<file path="src/rtl/put_get_channel_ctrl_pkg.sv">
// Shared types for the put/get channel execution unit.
// Holds XLEN, the put/get fn3 encoding, exception codes and FSM states.
package put_get_channel_ctrl_pkg;

    localparam int XLEN = 32;

    typedef enum logic [2:0] {
        PG_PUT = 3'b000,
        PG_GET = 3'b001
    } put_get_arith_t;

    typedef enum logic [4:0] {
        EXC_NONE         = 5'd0,
        EXC_ILLEGAL_INST = 5'd2,
        EXC_LOAD_FAULT   = 5'd5
    } exception_code_t;

    typedef enum logic [1:0] {
        PG_IDLE,
        PG_GET_WAIT,
        PG_WB
    } pg_state_t;

endpackage

</file>
<file path="src/rtl/put_get_channel_ctrl_if.sv">
// Bundle of issue, writeback, outbound and inbound channel signals.
// slave: the put/get unit; master: issue/writeback/channel peers.
interface put_get_channel_ctrl_if #(
    parameter int ID_W = 3
);
    import put_get_channel_ctrl_pkg::*;

    logic            issue_valid;
    logic            issue_ready;
    logic [2:0]      issue_fn3;
    logic [XLEN-1:0] issue_rs1;
    logic [ID_W-1:0] issue_id;

    logic            wb_valid;
    logic            wb_ack;
    logic [ID_W-1:0] wb_id;
    logic            wb_rd_we;
    logic [XLEN-1:0] wb_data;
    logic            wb_exc;
    logic [4:0]      wb_exc_code;

    logic            out_valid;
    logic            out_ready;
    logic [XLEN-1:0] out_data;

    logic            in_valid;
    logic            in_ready;
    logic [XLEN-1:0] in_data;

    modport slave (
        input  issue_valid, issue_fn3, issue_rs1, issue_id,
        output issue_ready,
        input  wb_ack,
        output wb_valid, wb_id, wb_rd_we, wb_data, wb_exc, wb_exc_code,
        input  out_ready,
        output out_valid, out_data,
        input  in_valid, in_data,
        output in_ready
    );

    modport master (
        output issue_valid, issue_fn3, issue_rs1, issue_id,
        input  issue_ready,
        output wb_ack,
        input  wb_valid, wb_id, wb_rd_we, wb_data, wb_exc, wb_exc_code,
        output out_ready,
        input  out_valid, out_data,
        output in_valid, in_data,
        input  in_ready
    );

endinterface

</file>
<file path="src/rtl/put_get_channel_ctrl_fifo.sv">
// put_get_fifo: synchronous FIFO, no write-to-read bypass.
// Ports: clk, rst, push/din, pop, full, empty, head (0 when empty).
module put_get_fifo #(
    parameter int DEPTH = 4,
    parameter int W     = 32
) (
    input  logic         clk,
    input  logic         rst,
    input  logic         push,
    input  logic [W-1:0] din,
    input  logic         pop,
    output logic         full,
    output logic         empty,
    output logic [W-1:0] head
);
    localparam int PW = $clog2(DEPTH);
    localparam int CW = $clog2(DEPTH + 1);

    logic [W-1:0]  mem [DEPTH];
    logic [PW-1:0] wr_q;
    logic [PW-1:0] rd_q;
    logic [CW-1:0] cnt_q;
    logic          do_push;
    logic          do_pop;

    assign full    = cnt_q == CW'(DEPTH);
    assign empty   = cnt_q == '0;
    assign do_push = push && !full;
    assign do_pop  = pop && !empty;
    assign head    = empty ? '0 : mem[rd_q];

    always_ff @(posedge clk) begin
        if (do_push) begin
            mem[wr_q] <= din;
        end
    end

    // Pointers wrap naturally; count is kept separately for full/empty.
    always_ff @(posedge clk or posedge rst) begin
        if (rst) begin
            wr_q  <= '0;
            rd_q  <= '0;
            cnt_q <= '0;
        end else begin
            if (do_push) wr_q <= wr_q + 1'b1;
            if (do_pop)  rd_q <= rd_q + 1'b1;
            if (do_push && !do_pop) begin
                cnt_q <= cnt_q + 1'b1;
            end else if (!do_push && do_pop) begin
                cnt_q <= cnt_q - 1'b1;
            end
        end
    end

endmodule

</file>
<file path="src/rtl/put_get_channel_ctrl.sv">
// Put/get execution unit: one op in flight, FIFO-buffered channels.
// Ports: clk, rst, bus (issue, writeback, out and in channels).
// Optional PUT_GET_TIMEOUT_EN bounds the get wait with LOAD_FAULT.
module put_get_channel_ctrl
    import put_get_channel_ctrl_pkg::*;
#(
    parameter int FIFO_DEPTH = 4,
    parameter int ID_W       = 3
`ifdef PUT_GET_TIMEOUT_EN
    ,
    parameter int TIMEOUT_CYCLES = 1024
`endif
) (
    input logic                  clk,
    input logic                  rst,
    put_get_channel_ctrl_if.slave bus
);
    pg_state_t       state_q;
    pg_state_t       state_d;
    logic [ID_W-1:0] pend_id_q;

    logic            wb_valid_q;
    logic [ID_W-1:0] wb_id_q;
    logic            wb_rd_we_q;
    logic [XLEN-1:0] wb_data_q;
    logic            wb_exc_q;
    logic [4:0]      wb_code_q;

    logic            ld;
    logic [ID_W-1:0] ld_id;
    logic            ld_rd_we;
    logic [XLEN-1:0] ld_data;
    logic            ld_exc;
    exception_code_t ld_code;
    logic            pend_ld;

    logic            out_full, out_empty;
    logic            in_full, in_empty;
    logic [XLEN-1:0] out_head, in_head;
    logic            out_push, out_pop;
    logic            in_push, in_pop;
    logic            is_put, is_get, accept;
    logic            to_hit;

    assign is_put = bus.issue_fn3 == PG_PUT;
    assign is_get = bus.issue_fn3 == PG_GET;

    assign bus.issue_ready = !rst && state_q == PG_IDLE
                           && !(is_put && out_full);
    assign accept = bus.issue_valid && bus.issue_ready;

    assign bus.in_ready  = !rst && !in_full;
    assign in_push       = bus.in_valid && bus.in_ready;
    assign bus.out_valid = !out_empty;
    assign bus.out_data  = out_head;
    assign out_pop       = bus.out_valid && bus.out_ready;

    assign bus.wb_valid    = wb_valid_q;
    assign bus.wb_id       = wb_id_q;
    assign bus.wb_rd_we    = wb_rd_we_q;
    assign bus.wb_data     = wb_data_q;
    assign bus.wb_exc      = wb_exc_q;
    assign bus.wb_exc_code = wb_code_q;

    always_comb begin
        state_d  = state_q;
        ld       = 1'b0;
        ld_id    = pend_id_q;
        ld_rd_we = 1'b0;
        ld_data  = '0;
        ld_exc   = 1'b0;
        ld_code  = EXC_NONE;
        pend_ld  = 1'b0;
        in_pop   = 1'b0;
        out_push = 1'b0;
        case (state_q)
            PG_IDLE: begin
                if (accept) begin
                    ld_id = bus.issue_id;
                    if (is_put) begin
                        out_push = 1'b1;
                        ld       = 1'b1;
                        state_d  = PG_WB;
                    end else if (is_get) begin
                        if (!in_empty) begin
                            in_pop   = 1'b1;
                            ld       = 1'b1;
                            ld_rd_we = 1'b1;
                            ld_data  = in_head;
                            state_d  = PG_WB;
                        end else begin
                            pend_ld = 1'b1;
                            state_d = PG_GET_WAIT;
                        end
                    end else begin
                        ld      = 1'b1;
                        ld_exc  = 1'b1;
                        ld_code = EXC_ILLEGAL_INST;
                        state_d = PG_WB;
                    end
                end
            end
            PG_GET_WAIT: begin
                if (!in_empty) begin
                    in_pop   = 1'b1;
                    ld       = 1'b1;
                    ld_rd_we = 1'b1;
                    ld_data  = in_head;
                    state_d  = PG_WB;
                end else if (to_hit) begin
                    ld      = 1'b1;
                    ld_exc  = 1'b1;
                    ld_code = EXC_LOAD_FAULT;
                    state_d = PG_WB;
                end
            end
            PG_WB: begin
                if (bus.wb_ack) state_d = PG_IDLE;
            end
            default: state_d = PG_IDLE;
        endcase
    end

`ifdef PUT_GET_TIMEOUT_EN
    localparam int TO_W = $clog2(TIMEOUT_CYCLES + 1);
    logic [TO_W-1:0] to_cnt_q;

    // Fires on the TIMEOUT_CYCLES-th consecutive cycle spent waiting.
    assign to_hit = to_cnt_q == TO_W'(TIMEOUT_CYCLES - 1);

    always_ff @(posedge clk or posedge rst) begin
        if (rst) begin
            to_cnt_q <= '0;
        end else if (state_q == PG_GET_WAIT
                     && state_d == PG_GET_WAIT) begin
            to_cnt_q <= to_cnt_q + 1'b1;
        end else begin
            to_cnt_q <= '0;
        end
    end
`else
    assign to_hit = 1'b0;
`endif

    always_ff @(posedge clk or posedge rst) begin
        if (rst) begin
            state_q    <= PG_IDLE;
            pend_id_q  <= '0;
            wb_valid_q <= 1'b0;
            wb_id_q    <= '0;
            wb_rd_we_q <= 1'b0;
            wb_data_q  <= '0;
            wb_exc_q   <= 1'b0;
            wb_code_q  <= '0;
        end else begin
            state_q <= state_d;
            if (pend_ld) pend_id_q <= bus.issue_id;
            if (ld) begin
                wb_valid_q <= 1'b1;
                wb_id_q    <= ld_id;
                wb_rd_we_q <= ld_rd_we;
                wb_data_q  <= ld_data;
                wb_exc_q   <= ld_exc;
                wb_code_q  <= ld_code;
            end else if (state_q == PG_WB && bus.wb_ack) begin
                wb_valid_q <= 1'b0;
            end
        end
    end

    put_get_fifo #(
        .DEPTH (FIFO_DEPTH),
        .W     (XLEN)
    ) u_out_fifo (
        .clk   (clk),
        .rst   (rst),
        .push  (out_push),
        .din   (bus.issue_rs1),
        .pop   (out_pop),
        .full  (out_full),
        .empty (out_empty),
        .head  (out_head)
    );

    put_get_fifo #(
        .DEPTH (FIFO_DEPTH),
        .W     (XLEN)
    ) u_in_fifo (
        .clk   (clk),
        .rst   (rst),
        .push  (in_push),
        .din   (bus.in_data),
        .pop   (in_pop),
        .full  (in_full),
        .empty (in_empty),
        .head  (in_head)
    );

endmodule

</file>
<file path="src/flat_wrapper.sv">
// flat-port wrapper written by rule: the top's interface ports become plain ports
module put_get_channel_ctrl_flat import put_get_channel_ctrl_pkg::*;
#(
    parameter int FIFO_DEPTH = 4,
    parameter int ID_W       = 3

)
  (clk, rst, bus_issue_valid, bus_issue_fn3, bus_issue_rs1, bus_issue_id, bus_issue_ready, bus_wb_ack, bus_wb_valid, bus_wb_id, bus_wb_rd_we, bus_wb_data, bus_wb_exc, bus_wb_exc_code, bus_out_ready, bus_out_valid, bus_out_data, bus_in_valid, bus_in_data, bus_in_ready);
  put_get_channel_ctrl_if #(.ID_W(ID_W)) bus_i ();
  input logic clk;
  input logic rst;
  input wire logic [$bits(bus_i.issue_valid)-1:0] bus_issue_valid;
  input wire logic [$bits(bus_i.issue_fn3)-1:0] bus_issue_fn3;
  input wire logic [$bits(bus_i.issue_rs1)-1:0] bus_issue_rs1;
  input wire logic [$bits(bus_i.issue_id)-1:0] bus_issue_id;
  output wire logic [$bits(bus_i.issue_ready)-1:0] bus_issue_ready;
  input wire logic [$bits(bus_i.wb_ack)-1:0] bus_wb_ack;
  output wire logic [$bits(bus_i.wb_valid)-1:0] bus_wb_valid;
  output wire logic [$bits(bus_i.wb_id)-1:0] bus_wb_id;
  output wire logic [$bits(bus_i.wb_rd_we)-1:0] bus_wb_rd_we;
  output wire logic [$bits(bus_i.wb_data)-1:0] bus_wb_data;
  output wire logic [$bits(bus_i.wb_exc)-1:0] bus_wb_exc;
  output wire logic [$bits(bus_i.wb_exc_code)-1:0] bus_wb_exc_code;
  input wire logic [$bits(bus_i.out_ready)-1:0] bus_out_ready;
  output wire logic [$bits(bus_i.out_valid)-1:0] bus_out_valid;
  output wire logic [$bits(bus_i.out_data)-1:0] bus_out_data;
  input wire logic [$bits(bus_i.in_valid)-1:0] bus_in_valid;
  input wire logic [$bits(bus_i.in_data)-1:0] bus_in_data;
  output wire logic [$bits(bus_i.in_ready)-1:0] bus_in_ready;
  assign bus_i.issue_valid = bus_issue_valid;
  assign bus_i.issue_fn3 = bus_issue_fn3;
  assign bus_i.issue_rs1 = bus_issue_rs1;
  assign bus_i.issue_id = bus_issue_id;
  assign bus_issue_ready = bus_i.issue_ready;
  assign bus_i.wb_ack = bus_wb_ack;
  assign bus_wb_valid = bus_i.wb_valid;
  assign bus_wb_id = bus_i.wb_id;
  assign bus_wb_rd_we = bus_i.wb_rd_we;
  assign bus_wb_data = bus_i.wb_data;
  assign bus_wb_exc = bus_i.wb_exc;
  assign bus_wb_exc_code = bus_i.wb_exc_code;
  assign bus_i.out_ready = bus_out_ready;
  assign bus_out_valid = bus_i.out_valid;
  assign bus_out_data = bus_i.out_data;
  assign bus_i.in_valid = bus_in_valid;
  assign bus_i.in_data = bus_in_data;
  assign bus_in_ready = bus_i.in_ready;
  put_get_channel_ctrl #(.FIFO_DEPTH(FIFO_DEPTH), .ID_W(ID_W)) u_core (.clk(clk), .rst(rst), .bus(bus_i));
endmodule
</file>
<file path="config.mk">
export PLATFORM = sky130hd
export DESIGN_NAME = put_get_channel_ctrl_flat
export DESIGN_NICKNAME = d
export VERILOG_FILES = /design/src/rtl/put_get_channel_ctrl_pkg.sv /design/src/rtl/put_get_channel_ctrl_if.sv /design/src/rtl/put_get_channel_ctrl_fifo.sv /design/src/rtl/put_get_channel_ctrl.sv /design/src/flat_wrapper.sv
export SDC_FILE = /design/constraint.sdc
export NUM_CORES = 1
export LEC_CHECK = 0
export CAP_MARGIN = 20
export CORE_MARGIN = 5
export CORE_UTILIZATION = 50
export DETAILED_ROUTE_END_ITERATION = 8
export GPL_TIMING_DRIVEN = 0
export PLACE_DENSITY = 0.76
export SYNTH_ARGS = -nofsm -noshare
export SYNTH_HDL_FRONTEND = slang
export SYNTH_HIERARCHICAL = 1
export SYNTH_SLANG_ARGS = --single-unit
</file>
<file path="constraint.sdc">
create_clock -name clk -period 3 [get_ports clk]
set_clock_uncertainty 0.15 [all_clocks]
set_input_delay 0.3 -clock clk [delete_from_list [all_inputs] [get_ports clk]]
set_output_delay 0.3 -clock clk [all_outputs]
set_load 0.01 [all_outputs]
</file>
==> key figures <==
Timing
  • Fmax: approximately 0.35 GHz
  • Fin crit share: 0.949
  • RSZ-0062 raised after global routing: true
  • Setup TNS: 0 ns
  • Rel. slew slack: 0.364
  • Worst-Margin Slew: between 0.9 and 1 ns
  • Final setup vio count: 0
  • Fin. Hold Viols: 0
  • Final Max Tran Viols: 0
  • Min Tclk post-route: roughly 2.8 ns

Final layout
  • Number of nets in the layout: 893
  • Non-filler cells, final: around 1200
  • Filler cell count: 1695
  • Area growth from synthesis to layout: 24.3%
  • Layout cell share with drive strength beyond 1: 0.203
  • Finished Core Util: 0.632
  • Antenna diodes: 0
  • Multi-input logic area: 0.00294 mm2
  • Register area: just over 0.009 mm2

Min path
  • Hold WC Path Type: in -> async

Floorplanning
  • Core Box Area: 0.0243 mm2
  • Initial core utilization: 0.508
  • Die H: 167 um
  • Die area: 0.0280 mm2
  • Io pins: roughly 150
  • Site row count: 57
  • Chip Width: between 150 and 200 um

Synthesis
  • Ranking of synthesized cells by instance count: 256 x edfxtp_1, 63 x nor2b_1, 60 x mux4_2
  • Most frequent cell after synthesis: edfxtp_1
  • Largest cells by area after synthesis: edfxtp_1 62%, dfrtp_1 12%, mux4_2 11%
  • Asr flop ratio synth: 0.182
  • Sequential area share after synthesis: 0.738
  • YS warnings: 6
  • Post-synth top flop: edfxtp_1
  • Post-Syn Area per Cell: around 20 um2
  • Netlist Area Pre-Place: 0.0124 mm2
  • Syn Inst Count: about 620
  • Post-synthesis cell type count: 39
  • Post-synth top area cell: edfxtp_1
  • Seq cells post-synth: 313
  • Synth top area share: 0.622
  • EDFF count, synth: 256

Detailed routing
  • TritonRoute pass-1 iters: 5
  • Vias per cell: roughly 5.4
  • Routed Antenna Nets: 0
  • Remaining DRCs: 0
  • Post-DR wirelength/cell: roughly 21 um
  • Total Wirelength: approximately 24000 um
  • Detailed Route Iter0 Violations: around 390
  • DR vias: roughly 6200

GRT
  • Remaining global-route overflow: 0
  • Initial antenna violation count: 0
  • Total GRT Usage: 0.172
  • Largest net degree at the start of global routing: 33
  • Vias in the first global route: between 6000 and 7000
  • Global-route wire length before repair: between 30000 and 40000 um

Power and ir drop
  • Power consumption: roughly 0.013 W
  • P_leak: 5.39 nW
  • Pwr/cell area: 841 mW/mm2
  • Maximum vdd drop: roughly 500 uV

Worst setup path
  • Critical Path Sink Type: primary output
  • CP Launch Type: flop
  • Worst EP required: around 2.6 ns
  • Crit path max fanout: 10
  • Crit Path Class: reg -> out
  • Crit path arrival time: between 2 and 2.5 ns

Placed design
  • Dpl cells: between 1000 and 1500
  • Final GP Congestion: roughly 0.78
  • Dpl hpwl: about 16000 um
  • Port bufs: 149

Clocking
  • H-tree depth: 1
  • Root Buffer: clkbuf_16
  • Clk buf depth: 3
  • CTS Sinks: 313
  • CTS Buf Count: 31
  • Latest clock arrival within the worst-skew pair: about 0.54 ns
  • Clock transition at path regs: around 0.060 ns
  • CTS tree: yes

Flow run
  • MaxCap Viol Count: 0

Run status
  • Status: finished clean
-- cells by family after synthesis --
kind of cell,count (synthesis),synth area share
DFF,313,0.738
and+or+nand+nor,110,0.0551
muxes,68,0.122
buffers and inverters,51,0.0300
AOI/OAI and AO/OA,48,0.0337
adders and majority gates,12,0.0134
xor gates and xnor gates,12,0.00851
other,1,0.000303
-- flip-flops by register name (all words and copies together) (netlist names), 2 cells and up --
name                     cells
u_core/state_q               2
u_core/u_in_fifo/mem       128
u_core/u_in_fifo/rd_q        2
u_core/pend_id_q             3
u_core/u_out_fifo/mem      128
u_core/u_out_fifo/wr_q       2
u_core/u_out_fifo/rd_q       2
u_core/u_in_fifo/cnt_q       3
u_core/bus.wb_id             3
u_core/u_out_fifo/cnt_q      3
u_core/bus.wb_data          32
u_core/u_in_fifo/wr_q        2
-- per-stage QoR --
| step | area, um2 | hold slack (ns) | setup slack, ns |
|---|---|---|---|
| 3_3_place_gp | 14300 | 0.322 | -0.928 |
| 4_1_cts | 15300 | 0.0715 | 0.0353 |
| 6_report | 15400 | 0.0895 | 0.152 |
| 2_1_floorplan | 12400 | -0.0466 | 0.0980 |
| 3_5_place_dp | 14300 | 0.346 | -0.622 |
| 5_1_grt | 15400 | 0.118 | -0.00898 |
-- critical path, cell delays in order, from the launching register on --
cell and delay [ns]:
dfrtp_2 0.46, nor3_4 0.40, clkbuf_2 0.32, and2b_1 0.22, clkdlybuf4s50_1 0.47
-- cell usage in the layout (no fill, tap or decap), drive strengths merged, types with 3 or more instances in the layout --
cell             n
nand2           11
clkinv           9
nor2b           63
o21ai            4
and2b            5
mux4            64
mux2             4
xor2             6
a21oi            4
inv             14
ha              10
conb             4
clkbuf          52
xnor2            6
nor2             7
edfxtp         256
nand2b           5
and2             9
clkdlybuf4s50  149
a22o            32
buf             33
dfrtp           57
o32ai            3
-- final cells by class --
cell class | instances | share of cell area
flip-flops and latches | 313 | 0.594
multi-input cells | 254 | 0.192
repair buffers | 154 | 0.100
clock buffers | 43 | 0.0554
well taps | 324 | 0.0264
plain buffers | 37 | 0.0217
clock inverters | 13 | 0.00725
inverters | 14 | 0.00342
-- power breakdown --
part           internal (W)  switching, W  total [W]
combinational       0.00221       0.00171    0.00393
sequential          0.00514      0.000238    0.00538
clock               0.00213       0.00148    0.00362
total               0.00948       0.00344     0.0129
-- per-layer routing --
metal / vias to the layer above / global-route usage / share of wire
met5: - / 0 / 0
met4: 0 / 0.0328 / 0.018
met3: 38 / 0.0380 / 0.060
met2: 212 / 0.296 / 0.51
met1: 3196 / 0.230 / 0.41
li1: 2781 / - / -
-- what timing repair did --
item	4_1_cts	5_1_grt
gates resized for setup	7	18
buffers inserted	2	2
hold buffers	0	0
setup endpoints to repair	34	156
pin swaps	2	1
-- path summary, 6_finish.rpt --
check                                            from                         to  slack, ns  cells past startpoint
max                        u_core/u_out_fifo/cnt_q[0]           bus_out_data[13]       0.15                      4
min                                               rst   u_core/u_in_fifo/wr_q[0]       0.09                      2
max reg2reg                u_core/u_out_fifo/cnt_q[1]  u_core/u_in_fifo/cnt_q[2]       0.18                     13
min reg2reg                    u_core/bus.wb_data[20]     u_core/bus.wb_data[20]       0.36                      1
max in group asynchronous                         rst     u_core/bus.wb_data[18]       1.99                      3
min in group clk                           bus_wb_ack          u_core/state_q[1]       0.23                      2
No activity file was read; power rests on OpenSTA's default activity.
==> RTL edit: new RTL, same flow settings <==
Add a define of `PUT_GET_TIMEOUT_EN`.
--- a/src/rtl/put_get_channel_ctrl.sv
+++ b/src/rtl/put_get_channel_ctrl.sv
@@ -2,4 +2,6 @@
 // Ports: clk, rst, bus (issue, writeback, out and in channels).
 // Optional PUT_GET_TIMEOUT_EN bounds the get wait with LOAD_FAULT.
+`define PUT_GET_TIMEOUT_EN
+
 module put_get_channel_ctrl
     import put_get_channel_ctrl_pkg::*;
Behaviour: same outputs for any inputs over 4 cycles, from zero or initial values and one cycle with rst high; that may be too few to reach the edited logic, so the function may still have changed.
==> RTL edit against the original RTL <==
Critical path depth up 6. Synthesized area up 4.1%. Total power up 2.6%. Routed wire length up 1.8%. Synthesized cell count up 7.3%. Maximum frequency down 1.6%. Final area up 3.3%. Via count up 3.3%. Worst setup slack worse by 0.046 ns. Sequential cell count up 13. Critical endpoint is now u_core/u_in_fifo/cnt_q[1]$_DFFE_PP0P_. Largest cell class unchanged. Highest routed layer is now met5.
==> RTL edit: results (changes against the original RTL) <==
** CTS
- Maximum clock path buffer count :: 3 (unchanged)
- The later pin in the worst-skew pair is clocked with a latency of 0.55 ns.
- After clock tree synthesis, the clock-pin slew on the worst setup and hold paths is 0.07 ns.
- Clock tree synthesis selected as its root buffer the cell clkbuf_16.
- The CTS H-tree depth is 1 (unchanged).
- Clock buffers created by TritonCTS :: 31 (unchanged)

** GRT
- The largest net degree at the start of global routing is 36 (+9.1%).
- Overall global routing resource usage :: 16.9% (-0.27 points)
- The wire length of the first global-routing pass is 38300 microns (about the same).
- Antenna violations before repair :: 2 (+2)
- Number of global-route vias before repair :: 6810 (+0.015%)

** STA
- The hold violation total from the final report was 0 (unchanged).
- Slew at the pin closest to its max-slew limit :: 0.923 ns (-0.0303 ns)

** Critical path
- Cell with the largest stage delay on the worst path :: dfrtp_1
- CP top delay family :: simple AND/OR/NAND/NOR gates
- Crit Path Max Fanout :: 11 (+1)
- Critical path data arrival time :: 3.19 ns (+0.79 ns)
- The critical path's largest stage delay is 0.43 ns (-0.04 ns).

** Hold path
- Worst hold path class :: in2async

** Detailed routing
- TritonRoute pass-1 iters :: 4 (-1)
- The number of DRC markers in iteration 0 was 355 (-9.7%).
- Avg Vias per Cell :: 5.35 (-0.97%)
- Routed wire per std cell :: 20.4 microns (-2.4%)

** Place
- The last weighted congestion value of the routability-driven placer is 0.780 (-0.28%).
- Pre-CTS setup slack :: -0.649 ns (-0.0275 ns)
- Placed wire-length estimate after detailed placement :: 15600 microns (-0.24%)
- I/O Buffers :: 151 (+1.3%)
- The placed cell area is 14800 sq um (+3.7%).

** Synthesis
- Post-synth EDFFs :: 256 (unchanged)
- Top cells by area, synth :: edfxtp_1 (60%), dfrtp_1 (14%), mux4_2 (11%), nor2b_1 (3.1%), a22o_1 (2.2%)
- The count of distinct cell types in the synthesized netlist is 43 (+10%).
- The async set-reset flop share out of synthesis came to 21.5% (+3.3 points).
- Commonest cells in the synthesized netlist :: edfxtp_1 (256), dfrtp_1 (70), nor2b_1 (63)
- The total number of yosys warnings was 6 (unchanged).
- The share of synthesized area occupied by flip-flops and latches was 73.4% (-0.38 points).

** Pwr
- The worst IR drop on VDD came to 0.589 mV (+17%).
- Reported leakage power :: 5.65 nW (+4.7%)

** Layout
- Number of antenna diodes :: 0 (unchanged)
- Layout cells sized above 1 :: 18.2% (-2.1 points)
- The number of nets in the layout was 937 (+4.9%).
- The total of fill cells in the finished design was 1803 (+6.4%).

** Outcome
- The run finished with clean final reports.
## RTL edit: cell types whose count changed after synthesis, moves of 4 or more
| cell | unedited run | this run |
|---|---|---|
| buf_6 | 11 | 5 |
| dfrtp_1 | 57 | 70 |
| xor2_1 | 6 | 11 |
| o21ai_0 | 4 | 0 |
| nor2_1 | 7 | 21 |
| mux2_2 | 2 | 8 |
## RTL edit: logic make-up after synthesis
logic type	after synthesis	synth area share (%)
DFF	326	73.4
and+or+nand+nor	131	6.05
muxes	77	12.5
AOI/OAI and AO/OA	46	2.94
buffers and inverters	46	2.40
xor gates and xnor gates	20	1.36
adders and majority gates	13	1.38
other	1	0.0292
## RTL edit: where the power goes
part           switching [mW]  leakage (nW)  total, mW  internal [mW]
Clock                    1.57         0.478       3.74           2.16
Combinational            1.72          1.92       3.95           2.23
Sequential              0.247          3.24       5.58           5.33
Total                    3.54          5.65       13.3           9.72
## RTL edit: final cells by class
type                    count  area share [%]
clock inverters            14           0.749
plain buffers              34            1.77
flip-flops and latches    326            59.5
well taps                 330            2.60
multi-input cells         289            19.9
clock buffers              43            5.43
repair buffers            154            9.75
inverters                  12           0.284
## RTL edit: final timing paths
kind / startpoint / end / slack, ns / depth (start not counted)
worst max-delay path: u_core/state_q[1]$_DFF_PP0_ / u_core/u_in_fifo/cnt_q[1]$_DFFE_PP0P_ / 0.11 / 10
worst min-delay path: rst / u_core/u_in_fifo/wr_q[1]$_DFFE_PP0P_ / 0.04 / 2
worst max register to register: u_core/state_q[1]$_DFF_PP0_ / u_core/u_in_fifo/cnt_q[1]$_DFFE_PP0P_ / 0.11 / 10
worst min register to register: u_core/to_cnt_q[0]$_DFF_PP0_ / u_core/to_cnt_q[0]$_DFF_PP0_ / 0.32 / 1
max in group asynchronous: rst / u_core/bus.wb_data[29]$_DFFE_PP0P_ / 1.93 / 3
min in group clk: bus_in_data[18] / u_core/u_in_fifo/mem[0][18]$_DFFE_PP_ / 0.22 / 1
## RTL edit: layer usage
layer  GRT usage [%]  wire length, microns  vias to the layer above
met3            3.83                  1570                       39
met5               0                    18                        -
met2            28.3                 12200                      183
li1                -                     -                     2930
met1            23.0                 10300                     3278
met4            3.72                   500                        4
## RTL edit: repair_timing
item                                    4_1_cts  5_1_grt
endpoints found under the setup margin       44      155
pin swaps                                     1        2
gates resized for setup                       6       10
buffers inserted                              1        1
## RTL edit: metrics by stage
step | TNS, ns | std cells | util [%]
floorplan | 0 | 661 | -
global placement | -254.52 | 1142 | 58.6
detailed placement | -44.74 | 1143 | 58.7
CTS | 0 | 1201 | 62.7
global route | -0.00686 | 1202 | 62.8
finish | 0 | 1202 | 62.8
